### src/rtl/pipe_pkg.sv
// Shared definitions for the handshaked pipeline stage registers: bundle widths per
// stage boundary, the EX/ME field layout, and pack/unpack helpers for those bundles.
package pipe_pkg;

    localparam int MAX_CTRL_W = 64;
    localparam logic [MAX_CTRL_W-1:0] NOP_CTRL = '0;

    localparam int IFID_CTRL_W = 1;
    localparam int IFID_DATA_W = 64;
    localparam int IDEX_CTRL_W = 14;
    localparam int IDEX_DATA_W = 143;
    localparam int EXME_CTRL_W = 11;
    localparam int EXME_DATA_W = 138;
    localparam int MEWB_CTRL_W = 3;
    localparam int MEWB_DATA_W = 69;

    // EX/ME control bundle layout, LSB first
    localparam int EXME_CBR_OFF  = 0;
    localparam int EXME_CBR_W    = 2;
    localparam int EXME_NPC_OFF  = 2;
    localparam int EXME_NPC_W    = 2;
    localparam int EXME_MEMW_OFF = 4;
    localparam int EXME_DMT_OFF  = 5;
    localparam int EXME_DMT_W    = 3;
    localparam int EXME_WREG_OFF = 8;
    localparam int EXME_WB_OFF   = 9;
    localparam int EXME_WB_W     = 2;

    // EX/ME data bundle layout, LSB first
    localparam int XLEN          = 32;
    localparam int REG_W         = 5;
    localparam int EXME_RS2_OFF  = 0;
    localparam int EXME_RD_OFF   = 5;
    localparam int EXME_RS2D_OFF = 10;
    localparam int EXME_ALU_OFF  = 42;
    localparam int EXME_RS1I_OFF = 74;
    localparam int EXME_PCI_OFF  = 106;

    typedef struct packed {
        logic [EXME_WB_W-1:0]  wb_sel;
        logic                  write_reg;
        logic [EXME_DMT_W-1:0] dm_type;
        logic                  mem_w;
        logic [EXME_NPC_W-1:0] next_pc_sel;
        logic [EXME_CBR_W-1:0] cond_branch;
    } exme_ctrl_t;

    typedef struct packed {
        logic [XLEN-1:0]  pc_imm;
        logic [XLEN-1:0]  rs1_imm;
        logic [XLEN-1:0]  alu_out;
        logic [XLEN-1:0]  rs2_data;
        logic [REG_W-1:0] rd;
        logic [REG_W-1:0] rs2;
    } exme_data_t;

    function automatic logic [EXME_CTRL_W-1:0] pack_exme_ctrl(input exme_ctrl_t c);
        logic [EXME_CTRL_W-1:0] v;
        v = '0;
        v[EXME_CBR_OFF +: EXME_CBR_W] = c.cond_branch;
        v[EXME_NPC_OFF +: EXME_NPC_W] = c.next_pc_sel;
        v[EXME_MEMW_OFF]              = c.mem_w;
        v[EXME_DMT_OFF +: EXME_DMT_W] = c.dm_type;
        v[EXME_WREG_OFF]              = c.write_reg;
        v[EXME_WB_OFF +: EXME_WB_W]   = c.wb_sel;
        return v;
    endfunction

    function automatic exme_ctrl_t unpack_exme_ctrl(input logic [EXME_CTRL_W-1:0] v);
        exme_ctrl_t c;
        c.cond_branch = v[EXME_CBR_OFF +: EXME_CBR_W];
        c.next_pc_sel = v[EXME_NPC_OFF +: EXME_NPC_W];
        c.mem_w       = v[EXME_MEMW_OFF];
        c.dm_type     = v[EXME_DMT_OFF +: EXME_DMT_W];
        c.write_reg   = v[EXME_WREG_OFF];
        c.wb_sel      = v[EXME_WB_OFF +: EXME_WB_W];
        return c;
    endfunction

    function automatic logic [EXME_DATA_W-1:0] pack_exme_data(input exme_data_t d);
        logic [EXME_DATA_W-1:0] v;
        v = '0;
        v[EXME_RS2_OFF +: REG_W]  = d.rs2;
        v[EXME_RD_OFF +: REG_W]   = d.rd;
        v[EXME_RS2D_OFF +: XLEN]  = d.rs2_data;
        v[EXME_ALU_OFF +: XLEN]   = d.alu_out;
        v[EXME_RS1I_OFF +: XLEN]  = d.rs1_imm;
        v[EXME_PCI_OFF +: XLEN]   = d.pc_imm;
        return v;
    endfunction

    function automatic exme_data_t unpack_exme_data(input logic [EXME_DATA_W-1:0] v);
        exme_data_t d;
        d.rs2      = v[EXME_RS2_OFF +: REG_W];
        d.rd       = v[EXME_RD_OFF +: REG_W];
        d.rs2_data = v[EXME_RS2D_OFF +: XLEN];
        d.alu_out  = v[EXME_ALU_OFF +: XLEN];
        d.rs1_imm  = v[EXME_RS1I_OFF +: XLEN];
        d.pc_imm   = v[EXME_PCI_OFF +: XLEN];
        return d;
    endfunction

endpackage

### src/rtl/pipe_slot.sv
// One pipeline entry: valid flag plus ctrl and data registers with load, kill and hold.
// Kill clears valid and ctrl so a dead entry can never assert downstream enables.
module pipe_slot
    import pipe_pkg::*;
#(
    parameter int CTRL_W = EXME_CTRL_W,
    parameter int DATA_W = EXME_DATA_W
) (
    input  logic              clk,
    input  logic              rst,
    input  logic              load,
    input  logic              kill,
    input  logic [CTRL_W-1:0] ld_ctrl,
    input  logic [DATA_W-1:0] ld_data,
    output logic              valid,
    output logic [CTRL_W-1:0] ctrl,
    output logic [DATA_W-1:0] data
);

    logic              valid_r;
    logic [CTRL_W-1:0] ctrl_r;
    logic [DATA_W-1:0] data_r;

    // Entry register; kill wins over load, data holds on kill for deterministic traces
    always_ff @(posedge clk or negedge rst) begin
        if (!rst) begin
            valid_r <= 1'b0;
            ctrl_r  <= NOP_CTRL[CTRL_W-1:0];
            data_r  <= '0;
        end else if (kill) begin
            valid_r <= 1'b0;
            ctrl_r  <= NOP_CTRL[CTRL_W-1:0];
            data_r  <= data_r;
        end else if (load) begin
            valid_r <= 1'b1;
            ctrl_r  <= ld_ctrl;
            data_r  <= ld_data;
        end else begin
            valid_r <= valid_r;
            ctrl_r  <= ctrl_r;
            data_r  <= data_r;
        end
    end

    assign valid = valid_r;
    assign ctrl  = ctrl_r;
    assign data  = data_r;

endmodule

### src/rtl/pipe_stage_hs.sv
// Handshaked pipeline stage register with optional 2-entry skid buffer, synchronous
// flush and a saturating back-pressure cycle counter.
module pipe_stage_hs
    import pipe_pkg::*;
#(
    parameter int CTRL_W = EXME_CTRL_W,
    parameter int DATA_W = EXME_DATA_W,
    parameter int SKID   = 1,
    parameter int CNT_W  = 16
) (
    input  logic              clk,
    input  logic              rst,
    input  logic              flush,
    input  logic              clr_stats,
    input  logic              in_valid,
    output logic              in_ready,
    input  logic [CTRL_W-1:0] in_ctrl,
    input  logic [DATA_W-1:0] in_data,
    output logic              out_valid,
    input  logic              out_ready,
    output logic [CTRL_W-1:0] out_ctrl,
    output logic [DATA_W-1:0] out_data,
    output logic [CNT_W-1:0]  stall_cnt
);

    localparam logic [CNT_W-1:0] CNT_MAX = '1;
    localparam logic [CNT_W-1:0] CNT_ONE = {{(CNT_W-1){1'b0}}, 1'b1};

    logic              acc_s;
    logic              snd_s;
    logic              m_valid_s;
    logic [CTRL_W-1:0] m_ctrl_s;
    logic [DATA_W-1:0] m_data_s;
    logic              m_load_s;
    logic              m_kill_s;
    logic [CTRL_W-1:0] m_ld_ctrl_s;
    logic [DATA_W-1:0] m_ld_data_s;
    logic [CNT_W-1:0]  stall_cnt_r;

    assign acc_s = in_valid & in_ready;
    assign snd_s = m_valid_s & out_ready;

    pipe_slot #(.CTRL_W(CTRL_W), .DATA_W(DATA_W)) u_main (
        .clk     (clk),
        .rst     (rst),
        .load    (m_load_s),
        .kill    (m_kill_s),
        .ld_ctrl (m_ld_ctrl_s),
        .ld_data (m_ld_data_s),
        .valid   (m_valid_s),
        .ctrl    (m_ctrl_s),
        .data    (m_data_s)
    );

    generate
        if (SKID != 0) begin : g_skid
            logic              s_valid_s;
            logic [CTRL_W-1:0] s_ctrl_s;
            logic [DATA_W-1:0] s_data_s;
            logic              s_load_s;
            logic              s_kill_s;

            // Skid control: M refills from S first, S only catches an input M cannot take
            always_comb begin
                m_load_s    = 1'b0;
                m_kill_s    = 1'b0;
                m_ld_ctrl_s = in_ctrl;
                m_ld_data_s = in_data;
                s_load_s    = 1'b0;
                s_kill_s    = 1'b0;
                if (flush) begin
                    m_kill_s = 1'b1;
                    s_kill_s = 1'b1;
                end else if (!m_valid_s || snd_s) begin
                    if (s_valid_s) begin
                        m_load_s    = 1'b1;
                        m_ld_ctrl_s = s_ctrl_s;
                        m_ld_data_s = s_data_s;
                        s_kill_s    = 1'b1;
                    end else if (acc_s) begin
                        m_load_s = 1'b1;
                    end else begin
                        m_kill_s = 1'b1;
                    end
                end else begin
                    s_load_s = acc_s;
                end
            end

            pipe_slot #(.CTRL_W(CTRL_W), .DATA_W(DATA_W)) u_skid (
                .clk     (clk),
                .rst     (rst),
                .load    (s_load_s),
                .kill    (s_kill_s),
                .ld_ctrl (in_ctrl),
                .ld_data (in_data),
                .valid   (s_valid_s),
                .ctrl    (s_ctrl_s),
                .data    (s_data_s)
            );

            // Ready comes straight from the S valid flop, isolating out_ready from in_ready
            assign in_ready = ~s_valid_s;
        end else begin : g_single
            // Single-entry control: replace on accept, drain on send without accept
            always_comb begin
                m_load_s    = 1'b0;
                m_kill_s    = 1'b0;
                m_ld_ctrl_s = in_ctrl;
                m_ld_data_s = in_data;
                if (flush) begin
                    m_kill_s = 1'b1;
                end else if (acc_s) begin
                    m_load_s = 1'b1;
                end else if (snd_s) begin
                    m_kill_s = 1'b1;
                end else begin
                    m_load_s = 1'b0;
                end
            end

            assign in_ready = ~m_valid_s | out_ready;
        end
    endgenerate

    // Back-pressure cycle counter; clear beats increment, saturates instead of wrapping
    always_ff @(posedge clk or negedge rst) begin
        if (!rst) begin
            stall_cnt_r <= '0;
        end else if (clr_stats) begin
            stall_cnt_r <= '0;
        end else if (m_valid_s && !out_ready && !flush && (stall_cnt_r != CNT_MAX)) begin
            stall_cnt_r <= stall_cnt_r + CNT_ONE;
        end else begin
            stall_cnt_r <= stall_cnt_r;
        end
    end

    assign out_valid = m_valid_s;
    assign out_ctrl  = m_valid_s ? m_ctrl_s : NOP_CTRL[CTRL_W-1:0];
    assign out_data  = m_data_s;
    assign stall_cnt = stall_cnt_r;

endmodule

### config.mk
export PLATFORM = sky130hd
export DESIGN_NAME = pipe_stage_hs
export DESIGN_NICKNAME = d
export VERILOG_FILES = /design/src/rtl/pipe_pkg.sv /design/src/rtl/pipe_slot.sv /design/src/rtl/pipe_stage_hs.sv
export SDC_FILE = /design/constraint.sdc
export NUM_CORES = 1
export LEC_CHECK = 0
export BUFFER_PORTS_ARGS = -buffer_cell sky130_fd_sc_hd__buf_2
export CORE_ASPECT_RATIO = 0.6
export CORE_MARGIN = 2
export CORE_UTILIZATION = 50
export CTS_BUF_LIST = sky130_fd_sc_hd__clkbuf_4 sky130_fd_sc_hd__clkbuf_8
export DETAILED_ROUTE_END_ITERATION = 10
export PLACE_DENSITY_LB_ADDON = 0.3
export SLEW_MARGIN = 20
export SYNTH_ARGS = -nofsm -noshare
export SYNTH_HDL_FRONTEND = slang
export SYNTH_SLANG_ARGS = --single-unit
### constraint.sdc
create_clock -name clk -period 1.88 [get_ports clk]
set_input_delay 0.376 -clock clk [delete_from_list [all_inputs] [get_ports clk]]
set_output_delay 0.376 -clock clk [all_outputs]
set_load 0.005 [all_outputs]
==> results.toml, run 1 <==
[status]
status = "completed"

[clock_tree]
clk_latency_ps = 570
cts_root_buf = "clkbuf_8"
clk_pin_slew_ps = 70
cts_buffer_depth = 3
cts.sinks = 316
numCtsBuffers = 47
htree_levels = 2
tritoncts = "done"

[synth]
synth_edf_count = 0
yosysSeqAreaShare_pct = 59.2
yosysWarnings = 0
synthesis.nets = 1525
ys_seq_elements = 316
synth_area_per_cell_um2 = 9.76
synth_cells = 1369
synth_cell_type_count = 35
synthFlopType = "dfrtp_1"
synthesis.area_um2 = 13400
async_flop_share_pct = 100

[final_layout]
drive_gt1_share_pct = 26.0
multi_input_area_um2 = 5100
synthToLayoutAreaGrowth_pct = 33.1
final_nets = 1965
regArea_um2 = 7910
nFillCells = 2053
post-route-util_pct = 67.5
fin_area_um2 = 17800

[setup_path]
path_max_fanout = 14
r2r_cells = 7
crit_start = "u_main.valid"
critPathLaunchType = "flop"
worstPathArrival_ps = 2260
required_ps = 2320
path_common_cell = "buf_12"
cp_cell_sequence = "nor2b_2 > nor3_4 > buf_12 > buf_12 > buf_12 > mux2i_1 > o21ai_1"
crit_buf_inv = 3
r2r_start = "u_main.valid"
max_stage_delay_ps = 400
cp_num_cells = 7
cp-end-kind = "flop"
crit_slowest_cell = "dfrtp_1"
worstReg2RegEnd = "u_main.data[134]"
criticalPathCategory = "flop to flop"
rrSetupSlack_ps = 60
crit_family = "buffers and inverters"
crit_end = "u_main.data[134]"

[timing]
finalClockSkew_ps = 23.5
setup_viol = 0
fmax_mhz = 550
slew_violations = 0
relSlewSlack_pct = 68.2
hold_viol_final = 0
hold_slack_ps = 36.7
tightest_slew_ps = 473
period_minus_slack_ps = 1820
tns_ps = 0
period_share_pct = 96.7

[grt]
track_usage_pct = 25.4
first_global_vias = 11200
grt.overflow.total = 0
grt_max_degree = 97
antenna_found_initial = 1
grt_pass1_wl_mm = 57.4

[routing]
post_drt_via_cell_ratio = 5.17
wl_per_cell_um = 16.4
drt_wl_total_mm = 36.0
drtPass1Iterations = 5
drt_iter0_markers = 827
final_antenna_net_count = 0
vias = 11400
route.detailed.drc = 0

[floorplan]
io_pins = 322
die_h_um = 131
core_area_um2 = 26400
rows = 46
fp.dieW_um = 215
die_area_um2 = 28100
start_util_pct = 50.7

[power]
powerDensity_nw_per_um2 = 942
power_mw = 16.7
p_leak_nw = 8.92
ir_worst_vdd_mv = 0.628

[hold_path]
timing.hold.worst.class = "input pin to flop"

[place]
portBuffers = 321
dpl_cell_area_um2 = 15900
hpwl_mm = 23.8
gp_congestion = 0.833

[job]
maxCapViolations = 0
worst reg2reg max path: cells and delay by family, from the launching register on:
kind / cells / cell delay [ps]
buffers and inverters: 3 / 480
muxes: 1 / 280
and+or+nand+nor: 2 / 450
AOI/OAI and AO/OA: 1 / 80
DFF: 1 / 400
what timing repair did:
| action | 4_1_cts | 5_1_grt |
|---|---|---|
| setup endpoints to repair | 1 | 84 |
| resized for setup | 0 | 6 |
| pin swaps | 0 | 1 |
| gates cloned | 0 | 0 |
| buffers inserted | 5 | 1 |
| endpoints found under the hold margin | 121 | 0 |
| hold buffers | 89 | 0 |
metal layers:
layer | vias to the layer above | track usage [%] | wire, µm
met1 | 5575 | 35.5 | 16100
met3 | 69 | 6.02 | 2390
met2 | 368 | 39.7 | 16600
met5 | - | 0 | 0
met4 | 0 | 8.28 | 884
li1 | 5347 | - | -
power breakdown:
| part | leakage (nW) | total, mW | internal (mW) | switching, mW |
|---|---|---|---|---|
| Combinational | 4.41 | 2.56 | 1.19 | 1.37 |
| Sequential | 4.01 | 8.61 | 7.96 | 0.650 |
| Clock | 0.493 | 5.57 | 3.02 | 2.55 |
| Total | 8.92 | 16.7 | 12.2 | 4.57 |
synth_stat cells, drive strengths merged, types with 2 or more instances:
| master | number | area, µm² |
|---|---|---|
| a22o | 11 | 96.3 |
| and4 | 2 | 17.5 |
| o21ai | 150 | 751 |
| nor2 | 19 | 71.3 |
| nand2b | 3 | 18.8 |
| buf | 47 | 236 |
| a21oi | 4 | 23.8 |
| nand2 | 568 | 2130 |
| and2 | 13 | 81.3 |
| mux2i | 151 | 1510 |
| nand4 | 4 | 40.0 |
| nor4 | 2 | 27.5 |
| nor3 | 8 | 45.0 |
| and3 | 2 | 17.5 |
| xnor2 | 11 | 96.3 |
| nor3b | 2 | 20.0 |
| or3 | 2 | 12.5 |
| inv | 4 | 15.0 |
| nand3 | 4 | 20.0 |
| a211oi | 4 | 30.0 |
| nor2b | 2 | 12.5 |
| clkbuf | 37 | 139 |
| dfrtp | 316 | 7910 |
cell type report:
type,instances,share of cell area [%]
flip-flops and latches,316,44.5
multi-input cells,965,28.7
repair buffers,475,19.0
clock buffers,72,5.08
well taps,360,2.53
clock inverters,3,0.0844
inverters,4,0.0844
diodes,1,0.0141
logic make-up after synthesis:
family,share of synthesized area [%]
AOI/OAI and AO/OA,6.81
xor gates and xnor gates,0.721
adders and majority gates,0.0936
buffers and inverters,2.92
DFF,59.2
muxes,11.4
and+or+nand+nor,18.8
how the worst min path moves through the flow:
stage / from / end / depth (start not counted)
after floorplan: rst / g_skid.u_skid.ctrl[0] / 0
after global placement: rst / stall_cnt[6] / 1
after detailed placement: rst / stall_cnt[6] / 1
after CTS: in_data[82] / g_skid.u_skid.data[82] / 3
after global routing: in_data[84] / g_skid.u_skid.data[84] / 3
final: in_data[79] / g_skid.u_skid.data[79] / 3
through the flow:
step	std cells	worst slack (ps)
6_report	2196	61.6
5_1_grt	2196	-8.70
4_1_cts	2194	33.2
3_5_place_dp	2025	26.7
3_3_place_gp	2025	66.7
2_1_floorplan	1369	41.7
cells in the final DEF (no fill, tap or decap), drive strengths merged, types with 8 or more instances in the layout:
| cell | count |
|---|---|
| a22o | 11 |
| and2 | 13 |
| buf | 386 |
| clkbuf | 72 |
| dfrtp | 316 |
| dlygate4sd3 | 89 |
| mux2i | 151 |
| nand2 | 568 |
| nor2 | 19 |
| nor3 | 8 |
| o21ai | 150 |
| xnor2 | 11 |
registers in the layout, indices dropped and copies added, names as in the netlist:
signal and count:
u_main.data 138, g_skid.u_skid.data 138, stall_cnt 16, u_main.valid 1, u_main.ctrl 11, g_skid.u_skid.valid 1, g_skid.u_skid.ctrl 11
No activity file was read; power rests on OpenSTA's default activity.
==> inputs of run 2 (changes only) <==
--- a/config.mk
+++ b/config.mk
@@ -11,8 +11,7 @@
 export CORE_UTILIZATION = 50
 export CTS_BUF_LIST = sky130_fd_sc_hd__clkbuf_4 sky130_fd_sc_hd__clkbuf_8
 export DETAILED_ROUTE_END_ITERATION = 10
-export PLACE_DENSITY_LB_ADDON = 0.3
-export SLEW_MARGIN = 20
+export PLACE_DENSITY = 0.79
 export SYNTH_ARGS = -nofsm -noshare
 export SYNTH_HDL_FRONTEND = slang
 export SYNTH_SLANG_ARGS = --single-unit
==> run 2 against run 1 <==
Effect of this change: non-clock buffer count shrank 1; global-route usage grew 0.41 points; critical path type unchanged; largest cell class unchanged; clock-buffer cell count grew 4; flip-flop and latch count is the same.
==> results.toml, run 2 (synthesis gave the netlist of run 1 again) <==
[setup_path]
max_stage_delay_ps = 420
required_ps = 2290
criticalPathCategory = "flop to flop"
r2r_cells = 6
worstPathArrival_ps = 2210
crit_start = "u_main.valid"
crit_slowest_cell = "dfrtp_1"
cp-end-kind = "flop"
rrSetupSlack_ps = 80
critPathLaunchType = "flop"
path_max_fanout = 22
cp_cell_sequence = "nor2b_2 > nor3_4 > buf_12 > buf_4 > mux2i_1 > o21ai_0"
r2r_start = "u_main.valid"
worstReg2RegEnd = "u_main.data[65]"

[place]
gp_congestion = 0.850
portBuffers = 321
hpwl_mm = 23.5

[grt]
grt.overflow.total = 0
grt_pass1_wl_mm = 58.1
grt_max_degree = 83
track_usage_pct = 25.8
first_global_vias = 11100
antenna_found_initial = 0

[power]
powerDensity_nw_per_um2 = 952
power_mw = 16.9
ir_worst_vdd_mv = 0.616
p_leak_nw = 8.88

[timing]
hold_viol_final = 0
grt_setup_unrepaired = "true"
finalClockSkew_ps = 25.1
hold_slack_ps = 46.1
fmax_mhz = 554
period_minus_slack_ps = 1800
relSlewSlack_pct = 63.9
tns_ps = 0
setup_viol = 0
slew_violations = 0
tightest_slew_ps = 537
period_share_pct = 96.0

[routing]
vias = 11400
wl_per_cell_um = 16.7
final_antenna_net_count = 0
route.detailed.drc = 0
post_drt_via_cell_ratio = 5.17
drt_wl_total_mm = 36.7
drt_iter0_markers = 922
drtPass1Iterations = 5

[hold_path]
timing.hold.worst.class = "input pin to flop"
holdPathEnd = "g_skid.u_skid.data[13]"
worstHoldStart = "in_data[13]"
worstHoldPathCells = 3

[clock_tree]
cts_root_buf = "clkbuf_8"
tritoncts = "done"
cts.sinks = 316
clk_latency_ps = 560
numCtsBuffers = 46
cts_buffer_depth = 3
htree_levels = 2
clk_pin_slew_ps = 60

[floorplan]
core_area_um2 = 26400
start_util_pct = 50.7
rows = 46
fp.dieW_um = 215
die_area_um2 = 28100
io_pins = 322
die_h_um = 131

[final_layout]
mostFrequentLayoutCell = "nand2_1"
final_cell_mix = "nand2_1, buf_2, dfrtp_1"
drive_gt1_share_pct = 25.4
antennaDiodeCount = 0
final_nets = 1963
synthToLayoutAreaGrowth_pct = 32.7

[job]
maxCapViolations = 0

[status]
status = "completed"
==> run 2: changes by cell type in the layout (fill, tap and decap cells not counted), sizes merged <==
cell,change
dlygate4sd3,+13
clkinv,+2
buf,-14
clkinvlp,+1
diode,-1
clkbuf,+4
==> run 2: metrics by stage <==
step	util [%]	instances	worst slack, ps	cell area, µm²
after floorplan	-	1369	41.7	13400
after global routing	67.2	2201	-17.7	17700
after CTS	67.1	2199	9.83	17700
after global placement	59.7	2015	95.9	15700
final	67.2	2201	75.9	17700
after detailed placement	59.7	2015	-2.28	15700
==> run 2: repair_timing <==
action                     CTS  global route
resized for setup            0             4
setup endpoints to repair    0           154
hold endpoints to repair   129             0
hold buffers               102             0
buffers inserted             0             2
==> run 2: final cells by class <==
cell class,count,area (µm²)
Clock buffer,76,921
Sequential cell,316,7910
Timing Repair Buffer,474,3300
Inverter,4,15.0
Fill cell,1921,8640
Multi-Input combinational cell,965,5100
Clock inverter,6,32.5
Tap cell,360,450
==> run 2: worst max path at each step <==
| stage | endpoint | slack (ps) |
|---|---|---|
| after global placement | stall_cnt[5] | 100 |
| after global routing | stall_cnt[3] | -20 |
| final | u_main.data[65] | 80 |
| after detailed placement | g_skid.u_skid.data[23] | -2 |
| after CTS | stall_cnt[5] | 10 |
| after floorplan | stall_cnt[5] | 40 |
==> run 2: metal layers <==
layer / wire, µm / global-route usage (%) / vias up
met5: 0 / 0 / -
met4: 691 / 6.86 / 0
met3: 2600 / 5.97 / 66
met2: 17100 / 40.6 / 434
met1: 16300 / 36.5 / 5540
li1: - / - / 5349
==> run 2: worst max-delay path: cells and delay by family (launching register included) <==
kind / cells / cell delay (ps)
AND/OR/NAND/NOR: 2 / 440
multiplexers: 1 / 210
buffers and inverters: 2 / 480
flip-flops: 1 / 420
AO/OA/AOI/OAI: 1 / 100
==> run 2: where the power goes <==
part | switching [mW] | internal (mW)
combinational | 1.39 | 1.19
sequential | 0.662 | 7.96
clock | 2.59 | 3.09
==> inputs of run 3 (changes only) <==
--- a/config.mk
+++ b/config.mk
@@ -5,13 +5,14 @@
 export SDC_FILE = /design/constraint.sdc
 export NUM_CORES = 1
 export LEC_CHECK = 0
-export BUFFER_PORTS_ARGS = -buffer_cell sky130_fd_sc_hd__buf_2
 export CORE_ASPECT_RATIO = 0.6
 export CORE_MARGIN = 2
-export CORE_UTILIZATION = 50
+export CORE_UTILIZATION = 52
 export CTS_BUF_LIST = sky130_fd_sc_hd__clkbuf_4 sky130_fd_sc_hd__clkbuf_8
+export CTS_CLUSTER_DIAMETER = 150
 export DETAILED_ROUTE_END_ITERATION = 10
-export PLACE_DENSITY = 0.79
+export DONT_BUFFER_PORTS = 1
+export PLACE_DENSITY = 0.71
 export SYNTH_ARGS = -nofsm -noshare
 export SYNTH_HDL_FRONTEND = slang
 export SYNTH_SLANG_ARGS = --single-unit
==> run 3 against run 2 <==
Effect of this change: the run now ends with negative hold slack left; utilization is 1.5 points lower; global-route usage is 1.1 points lower; clock skew is 12 ps higher; design area is 6.3% lower.
==> results.toml, run 3 (synthesis gave the netlist of run 1 again) <==
[routing]
vias = 10100
final_antenna_net_count = 0
drt_iter0_markers = 801
drtPass1Iterations = 6
post_drt_via_cell_ratio = 5.31
wl_per_cell_um = 17.6
route.detailed.drc = 0
drt_wl_total_mm = 33.6

[clock_tree]
clk_pin_slew_ps = 70
cts.sinks = 316
cts_root_buf = "clkbuf_8"
numCtsBuffers = 47
tritoncts = "done"
htree_levels = 2
clk_latency_ps = 580
cts_buffer_depth = 3

[status]
violations = "negative hold slack"
status = "complete, but fails checks"

[grt]
track_usage_pct = 24.7
grt_max_degree = 317
grt_pass1_wl_mm = 53.2
first_global_vias = 9893
grt.overflow.total = 0
antenna_found_initial = 0

[setup_path]
cp-end-kind = "flop"
r2r_start = "u_main.valid"
crit_start = "u_main.valid"
criticalPathCategory = "flop to flop"
required_ps = 2300
critPathLaunchType = "flop"
path_max_fanout = 14
worstPathArrival_ps = 2290

[floorplan]
fp.dieW_um = 211
die_h_um = 128
start_util_pct = 52.8
rows = 45
die_area_um2 = 27000
core_area_um2 = 25300
io_pins = 322

[final_layout]
synthToLayoutAreaGrowth_pct = 24.3
final_nets = 1695
mostFrequentLayoutCell = "nand2_1"
post-route-util_pct = 65.7
nFillCells = 1886
drive_gt1_share_pct = 9.77
final_cell_mix = "nand2_1, dfrtp_1, dlygate4sd3_1"
fin_area_um2 = 16600

[timing]
period_minus_slack_ps = 1870
setup_viol = 0
finalClockSkew_ps = 37.2
fmax_mhz = 536
hold_slack_ps = -493
period_share_pct = 99.3
slew_violations = 0
hold_viol_final = 316
tightest_slew_ps = 708
grt_setup_unrepaired = "true"
relSlewSlack_pct = 52.8

[power]
powerDensity_nw_per_um2 = 986
power_mw = 16.4
ir_worst_vdd_mv = 0.627
p_leak_nw = 7.72

[place]
portBuffers = 0
hpwl_mm = 20.7
dpl_cell_area_um2 = 14000
gp_congestion = 0.809

[hold_path]
timing.hold.worst.class = "input pin to asynchronous set/reset pin"

[job]
maxCapViolations = 0
-- run 3: cell types whose count changed in the layout (fill, tap and decap cells not counted), moves of 2 or more --
cell           delta
nor3_2            +2
buf_4             +6
clkbuf_8          +5
buf_2           -320
buf_12            -6
diode_2           +2
clkinvlp_4        +3
nor3_1            -2
clkbuf_4          -3
dlygate4sd3_1    +52
-- run 3: area by class of cell --
class                           count  area, µm²  share of cell area [%]
Multi-Input combinational cell    965       5120                    30.9
Tap cell                          329        412                    2.48
Antenna cell                        2       5.00                  0.0301
Timing Repair Buffer              205       2130                    12.8
Clock inverter                      8       50.0                   0.301
Sequential cell                   316       7910                    47.6
Clock buffer                       78        967                    5.82
Inverter                            4       15.0                  0.0904
-- run 3: stage by stage --
stage / cells / TNS (ps) / setup WS, ps
after global routing: 1905 / -318 / -87.3
after global placement: 1663 / 0 / 101
after CTS: 1902 / 0 / 2.77
final: 1907 / 0 / 13.1
after detailed placement: 1663 / 0 / 33.2
after floorplan: 1369 / 0 / 41.7
-- run 3: report_power, final --
part           total [mW]  internal (mW)  switching (mW)  leakage, nW
combinational        1.69          0.808           0.878         3.18
sequential           8.79           7.96           0.833         4.01
clock                5.90           3.25            2.65        0.533
-- run 3: metal layers --
layer / vias to the layer above / wire, µm / share of wire [%] / global-route usage (%)
li1: 4811 / - / - / -
met1: 4953 / 14800 / 44 / 33.7
met2: 320 / 15400 / 46 / 37.7
met3: 50 / 2760 / 8.2 / 8.23
met4: 0 / 685 / 2.0 / 7.54
met5: - / 0 / 0 / 0
-- run 3: worst paths after layout --
kind                                          endpoint  slack, ps  depth (start not counted)
worst min-delay path                  u_main.data[133]       -490                          0
worst max register to register           stall_cnt[13]         10                          8
worst max-delay path                     stall_cnt[13]         10                          8
max in group asynchronous              u_main.data[47]       1750                          0
worst min register to register  g_skid.u_skid.data[63]        470                          2
min in group clk                       u_main.data[99]         40                          2
-- run 3: worst max-delay path, cell delays in order (launching register included) --
cell	delay, ps
dfrtp_1	360
buf_6	150
nor3b_4	230
buf_4	190
nand4_1	160
buf_4	200
nor3_1	200
xnor2_1	150
nor2_1	60
-- run 3: what timing repair did --
item | CTS | global route
endpoints found under the setup margin | 0 | 97
gates resized for setup | 0 | 8
setup buffers | 0 | 2
hold buffers | 153 | 1
endpoints found under the hold margin | 605 | 317
